==> src/rtl/prim_ram_1p_init_ctrl.sv <==
// ---------------------------------------------------------------------------
// prim_ram_1p_init_ctrl
//
// Front-end controller for a single-port RAM primitive. After reset, or when
// init_req_i is pulsed while host access is open, it zero-fills every word of
// the array, one word per cycle. Once the fill completes it opens the array
// to a host through a req/gnt handshake. Reads return one cycle after the
// grant on rvalid_o/rdata_o. Out-of-range addresses are granted but never
// reach the RAM. Such reads answer with rerror_o set and zero data, and such
// writes are dropped.
//
// Ports:
//   clk_i, rst_ni      clock (rising edge), asynchronous active-low reset
//   init_req_i         pulse: re-initialise the array (honoured in READY only)
//   init_done_o        array initialised, host access open
//   req_i / gnt_o      host request / grant (same cycle)
//   we_i, addr_i       host write enable, word address
//   wdata_i, wmask_i   host write data, per-bit write mask
//   rvalid_o           read response valid (one cycle after a granted read)
//   rdata_o            read data, forced to 0 unless a good response is valid
//   rerror_o           response is for an out-of-range read
//   ram_*_o            request side of the RAM primitive
//   ram_rdata_i        RAM read data, valid one cycle after a read request
// ---------------------------------------------------------------------------
module prim_ram_1p_init_ctrl #(
  parameter  int Width = 32,
  parameter  int Depth = 128,
  localparam int Aw    = $clog2(Depth)
) (
  input  logic             clk_i,
  input  logic             rst_ni,
  input  logic             init_req_i,
  output logic             init_done_o,
  input  logic             req_i,
  output logic             gnt_o,
  input  logic             we_i,
  input  logic [Aw-1:0]    addr_i,
  input  logic [Width-1:0] wdata_i,
  input  logic [Width-1:0] wmask_i,
  output logic             rvalid_o,
  output logic [Width-1:0] rdata_o,
  output logic             rerror_o,
  output logic             ram_req_o,
  output logic             ram_write_o,
  output logic [Aw-1:0]    ram_addr_o,
  output logic [Width-1:0] ram_wdata_o,
  output logic [Width-1:0] ram_wmask_o,
  input  logic [Width-1:0] ram_rdata_i
);

  typedef enum logic [1:0] {
    RST_IDLE = 2'd0,
    INIT     = 2'd1,
    READY    = 2'd2
  } state_e;

  // One extra bit so that Depth itself is representable even when Depth is
  // an exact power of two.
  localparam logic [Aw:0]   DepthW   = (Aw + 1)'(Depth);
  localparam logic [Aw-1:0] LastAddr = Aw'(Depth - 1);

  function automatic logic addr_in_range(input logic [Aw-1:0] a);
    return ({1'b0, a} < DepthW);
  endfunction

  state_e        state;
  logic [Aw-1:0] count;
  logic          init_done_q;

  logic          in_range;
  logic          host_open;
  logic          host_gnt;
  logic          host_rd;

  logic          rvalid_p1;
  logic          rerror_p1;

  // Host access is closed in the cycle a re-init request arrives, so the
  // re-init always wins over a simultaneous host request.
  always_comb begin
    in_range  = addr_in_range(addr_i);
    host_open = (state == READY) && !init_req_i;
    host_gnt  = host_open && req_i;
    host_rd   = host_gnt && !we_i;
  end

  always_comb begin
    ram_req_o   = 1'b0;
    ram_write_o = 1'b0;
    ram_addr_o  = '0;
    ram_wdata_o = '0;
    ram_wmask_o = '0;
    if (state == INIT) begin
      ram_req_o   = 1'b1;
      ram_write_o = 1'b1;
      ram_addr_o  = count;
      ram_wdata_o = '0;
      ram_wmask_o = '1;
    end else if (host_open) begin
      ram_req_o   = req_i && in_range;
      ram_write_o = we_i;
      ram_addr_o  = addr_i;
      ram_wdata_o = wdata_i;
      ram_wmask_o = wmask_i;
    end
  end

  // Init sequencer. The counter is cleared on the final fill write rather
  // than wrapping, so it never holds a value past Depth-1.
  always_ff @(posedge clk_i or negedge rst_ni) begin
    if (!rst_ni) begin
      state       <= RST_IDLE;
      count       <= '0;
      init_done_q <= 1'b0;
    end else begin
      case (state)
        RST_IDLE: begin
          state       <= INIT;
          count       <= '0;
          init_done_q <= 1'b0;
        end
        INIT: begin
          if (count == LastAddr) begin
            state       <= READY;
            count       <= '0;
            init_done_q <= 1'b1;
          end else begin
            count <= count + Aw'(1);
          end
        end
        READY: begin
          if (init_req_i) begin
            state       <= INIT;
            count       <= '0;
            init_done_q <= 1'b0;
          end
        end
        default: begin
          state       <= RST_IDLE;
          count       <= '0;
          init_done_q <= 1'b0;
        end
      endcase
    end
  end

  // ---- stage p1: read response, one cycle after the grant ----
  always_ff @(posedge clk_i or negedge rst_ni) begin
    if (!rst_ni) begin
      rvalid_p1 <= 1'b0;
      rerror_p1 <= 1'b0;
    end else begin
      rvalid_p1 <= host_rd;
      rerror_p1 <= host_rd && !in_range;
    end
  end

  assign init_done_o = init_done_q;
  assign gnt_o       = host_gnt;
  assign rvalid_o    = rvalid_p1;
  assign rerror_o    = rerror_p1;
  assign rdata_o     = (rvalid_p1 && !rerror_p1) ? ram_rdata_i : '0;

endmodule

==> config.mk <==
export PLATFORM = sky130hd
export DESIGN_NAME = prim_ram_1p_init_ctrl
export DESIGN_NICKNAME = d
export VERILOG_FILES = /design/src/rtl/prim_ram_1p_init_ctrl.sv
export SDC_FILE = /design/constraint.sdc
export NUM_CORES = 1
export LEC_CHECK = 0
export ABC_CLOCK_PERIOD_IN_PS = 1700
export CORE_MARGIN = 2
export CORE_UTILIZATION = 20
export DETAILED_ROUTE_END_ITERATION = 6
export GPL_TIMING_DRIVEN = 0
export PLACE_DENSITY = 0.77
export SETUP_SLACK_MARGIN = 0.3
export SYNTH_ARGS = -nofsm -noshare
export SYNTH_HDL_FRONTEND = slang
export SYNTH_SLANG_ARGS = --single-unit
export TNS_END_PERCENT = 30
==> constraint.sdc <==
create_clock -name clk_i -period 1.7 [get_ports clk_i]
set_clock_uncertainty 0.2 [all_clocks]
set_input_delay 0.34 -clock clk_i [delete_from_list [all_inputs] [get_ports clk_i]]
set_output_delay 0.34 -clock clk_i [all_outputs]
set_load 0.02 [all_outputs]
== Yosys cells after proc, flatten, opt, wreduce, memory -nomap -nowiden ==
Cells that the tools add are included.
Storage, ports and cells
  word-level logic and storage cells: 37
  input bits: 108
  output and inout bits: 109
  register bits after elaboration: 11
Operators by class
  reductions and logical operators: 7
  muxes and demuxes: 20
  $add $sub $neg: 1
  equal/unequal tests: 5
Operators with widths (count)
  two-way mux 32 bit: 5
  two-way mux 7 bit: 4
  one-hot mux 7 bit (2 select lines): 1
  adder 7 x 1 -> 7 bit (second input constant): 1
  == test 7 bit (second input constant): 1
  two-way mux 1 bit: 6
  one-hot mux 2 bit (3 select lines): 1
  two-way mux 2 bit: 2
  logical AND 1 bit: 3
  == test 2 x 1 -> 1 bit (second input constant): 1
  == test 2 bit (second input constant): 1
  zero test 1 bit: 2
  zero test 2 bit: 1
  inequality test 2 x 1 -> 1 bit (second input constant): 1
  inequality test 2 bit (second input constant): 1
  one-hot mux 1 bit (2 select lines): 1
  AND reduction 2 bit: 1

== Depth between registers and ports, before layout ==
  depth after elaboration: 4
  gate-level depth with buffers: 5
  gate-level depth less buffers: 4

== Least setup slack after synthesis ==
Ideal clock, no wire load.
  kind: register to output
  start: register state[1]
  end: output ram_wmask_o[10]
  data arrival time: 1371 ps
  cell stages (with the launch flop): 6
  buffers on the path: 2
  path slack: -211 ps
  required time: 1160 ps
  path through: dfrtp_1 nor3b_2 buf_6 buf_6 nand2_1 nand2_1
Between the ends
  cells in the longest elaborated chain, start to end: 4
  elaborated cells on any way between the ends: 5
  those cells by class: eq/ne (2); mux (2); reduce/logical (1)
RTL lines
  start: declaration: RTL line 66  | state_e state;
  start signal: assignment: RTL line 112  | state <= RST_IDLE;
  start signal: assignment: RTL line 118  | state <= INIT;
  start signal: assignment: RTL line 124  | state <= READY;
  == test 2 bit: RTL line 82  | host_open = (state == READY) && !init_req_i;
  logical AND 1 bit: RTL line 82
  two-way mux 32 bit: RTL line 99  | end else if (host_open) begin
  two-way mux 32 bit (*): RTL line 93  | if (state == INIT) begin
  end: declaration: RTL line 47  | output logic [Width-1:0] ram_wmask_o,
Mark *: on every way between the ends. The rest lies on a longest branch, timed or not.

== Final worst setup path ==
  start: register state[0]
  end: output ram_wmask_o[20]
Same word-level chain as after synthesis.

==> impl_results.md <==
- Post-route setup slack: -0.390 ns
- Leakage: between 1.5 and 2 nW
- Final Max Tran Viols: 0
- Worst Path Arrival: 1.55 ns
- Critical Path RT: between 1 and 1.5 ns
- Cts hold-fix bufs: 0
- First-pass GRT wire length: approximately 10 mm
- Crit path top cell by count: buf_6
- GRT overflow: 0
- Largest net degree at the start of global routing: 13
- R2R depth: 6
- Yosys warns: 0
- CTS tree: built
- Post-synth EDFFs: 0
- Rows: 30
- Die ar.: 7460 um^2
- Most numerous cell in the Yosys netlist: nand2_1
- Final Hold Viols: 0
- CTS H-Tree Depth: 1
- Root Buffer: clkbuf_8
- R2R Setup Slk: roughly 0.02 ns
- CP max-delay cell: dfrtp_2
- Logic gate share of total power: approximately a third
- Min-Delay Path Class: input pin to asynchronous set/reset pin
- R2r startpoint: state[1]$_DFFE_PN0P_
- Via density: 4.33
- Detailed Routing Iterations Pass 1: 4
- Startpoint Class: register
- Main synth FF type: dfrtp_1
- Post-Syn Area: 1360 um^2
- WL/cell: approximately 13 um
- Fillcell total: around 630
- Tmin final: 2.09 ns
- Period utilization: 123%
- Power Density: between 150 and 200 nW/um^2
- Setup crit end kind: primary output
- WL final: ~6.9 mm
- RSZ-0062 raised after global routing: yes
- Clock Latency Late Sink: around 0.24 ns
- Starting Density: approximately a fifth
- Antenna violation net count after detailed routing: 0
- Yosys top cell by area: and2_1
- Yosys top cell area share: 29.5%
- Part of the power in registers: 31.6%
- Number of I/O pins: around 220
- Sw frac: around 18%
- Crit Reg-Reg Endpoint: count[2]$_DFFE_PN0P_
- CP Class: register to primary output
- Max Buffers Root-to-Sink: 2
- Synth Register Bits: 10
- Crit-path max cell delay: around 0.43 ns
- Worst VDD drop: 0.169 mV
- Clk slew on worst S/H paths: roughly 0.050 ns
- Final Util: about three fifths
- Nets: ~550
- Sw power: between 100 and 150 uW
- Seq/Total Area, Yosys: 18.4%
- Hpwl dp: approximately 5.5 mm
- Status: finished, violations left
- Max frequency: 478 MHz
- Final instance area: roughly 4000 um^2
- Total CTS buffers: 3
- Initial antenna violation count: 0
- GPL Wtd Cong: between 0.7 and 0.8
- DRC: 0
- Clock tree sinks: 10
- Critical Path Sink: ram_wmask_o[20]
- # setup viols final: 74
- Top cells by count, synth: nand2_1, and2_1, dfrtp_1, clkbuf_1, a22o_1
- Total Routing Usage GR: 16.6%
- Unique masters post-synth: 35
- Via count: approximately 2200
- Cell-internal power: a little over 600 uW
- Area grow syn2layout: 194%
- Cells after Synth: ~210
- Clk pwr share: 35.1%
- Ratio of cells with drive above 1 in the final layout: approximately 50%
- Fraction of registers with async set/reset: 100%
- Failing checks: negative setup slack
- Area post-placement: around 3700 um^2
- Syn avg cell area: 6.53 um^2
- Max-cap viol count: 0
- Core Area: 6680 um^2
- Crit path launch: state[0]$_DFFE_PN0P_
- Vias in the first global route: around 2100
- Die H: approximately 86 um
- Synth Net Count: between 300 and 400
- CP cell instances: nor3b_4 > buf_6 > buf_12 > buf_8 > nand2_1 > nand2_2 > buf_6
- PortBufs: roughly 220
- Die width: about 86 um
- N_diodes: 0
- Iter 0 DRT Violations: between 50 and 60
- Largest fanout on the critical path: 6
- Top post-synthesis cells by area: and2_1, nand2_1, dfrtp_1, a22o_1, buf_6
## cells in the final DEF, fill, tap and decap left out, drive strengths merged
cell type / Yosys / routed
nand2b: 1 / 1
buf: 9 / 127
a22o: 7 / 7
and3: 3 / 3
conb: 1 / 1
inv: 1 / 1
clkdlybuf4s50: 0 / 104
clkbuf: 9 / 11
nor3b: 1 / 1
nor4bb: 1 / 1
o21bai: 1 / 1
a31oi: 1 / 1
ha: 1 / 1
a211oi: 1 / 1
and2b: 1 / 1
nor2: 1 / 1
nand2: 74 / 74
nor4b: 2 / 2
a21oi: 6 / 6
and2: 64 / 64
a41oi: 1 / 1
or3b: 1 / 1
o21ai: 4 / 4
mux2i: 1 / 1
dfrtp: 10 / 10
o31ai: 1 / 1
nor2b: 1 / 1
nor3: 1 / 1
nand3: 2 / 2
a21o: 1 / 1
dlygate4sd2: 0 / 4
## worst min path at each step
stage                         start                    to  slack [ns]  cells past startpoint
6_report                     rst_ni  count[6]$_DFFE_PN0P_        0.23                      1
5_1_grt                      rst_ni  count[6]$_DFFE_PN0P_        0.25                      1
4_1_cts                      rst_ni  count[6]$_DFFE_PN0P_        0.25                      1
3_5_place_dp   count[6]$_DFFE_PN0P_  count[6]$_DFFE_PN0P_        0.31                      1
3_3_place_gp   count[6]$_DFFE_PN0P_  count[6]$_DFFE_PN0P_        0.30                      1
2_1_floorplan                rst_ni  count[0]$_DFFE_PN0P_       -0.16                      0
## worst max-delay path: cells and delay by family, from the launching register on
kind	cells	cell delay (ns)
AND/OR/NAND/NOR	3	0.36
buffers and inverters	4	0.52
flip-flops	1	0.43
## sequential cells by signal, summed over array words and instances (netlist names)
name,count
state,2
rvalid_o,1
count,7
## final cells by class
class	count	area [um^2]	share of cell area, %
sequential	10	255	6.40
buffer	18	185	4.64
timing repair buffer	224	2210	55.5
inverter	1	3.75	0.0941
clock buffer	4	45.0	1.13
multi-input combinational	179	1180	29.7
tap	80	100	2.51
## layer usage
layer | global-route usage [%] | share of wire, % | wire [um]
met5 | 0 | 0 | 0
met4 | 3.55 | 0.96 | 66
met3 | 3.71 | 8.8 | 607
met2 | 31.7 | 54 | 3710
met1 | 18.7 | 36 | 2510
## cell families after synthesis
family	synth area share, %
other	0.276
adders and majority gates	0.922
and+or+nand+nor	58.6
buffers and inverters	8.85
DFF	18.4
muxes	0.737
AOI/OAI and AO/OA	12.2
## metrics by stage
stage	setup TNS [ns]	instances	setup WS (ns)	hold slack (ns)	total power, mW
6_report	-24.86	516	-0.390	0.231	0.754
5_1_grt	-30.80	516	-0.467	0.252	0.793
4_1_cts	-28.51	514	-0.397	0.251	0.756
3_5_place_dp	-95.28	503	-1.18	0.310	0.493
3_3_place_gp	-93.11	503	-1.16	0.299	0.490
2_1_floorplan	-2.21	208	-0.0459	-0.156	0.248
## power groups by stage
stage | combinational (mW) | sequential (mW) | clock (mW)
2_1_floorplan | 0.00540 | 0.242 | 0
3_3_place_gp | 0.247 | 0.242 | 0
3_5_place_dp | 0.251 | 0.242 | 0
4_1_cts | 0.250 | 0.238 | 0.268
5_1_grt | 0.268 | 0.238 | 0.287
6_report | 0.251 | 0.238 | 0.264
## repair_timing
action                                  in CTS  in global routing
buffers inserted                             4                  1
endpoints found under the setup margin     118                118
pin swaps                                    6                 14
gates resized for setup                    523                139
gates cloned                                 3                  1
No activity file was read; power rests on OpenSTA's default activity.
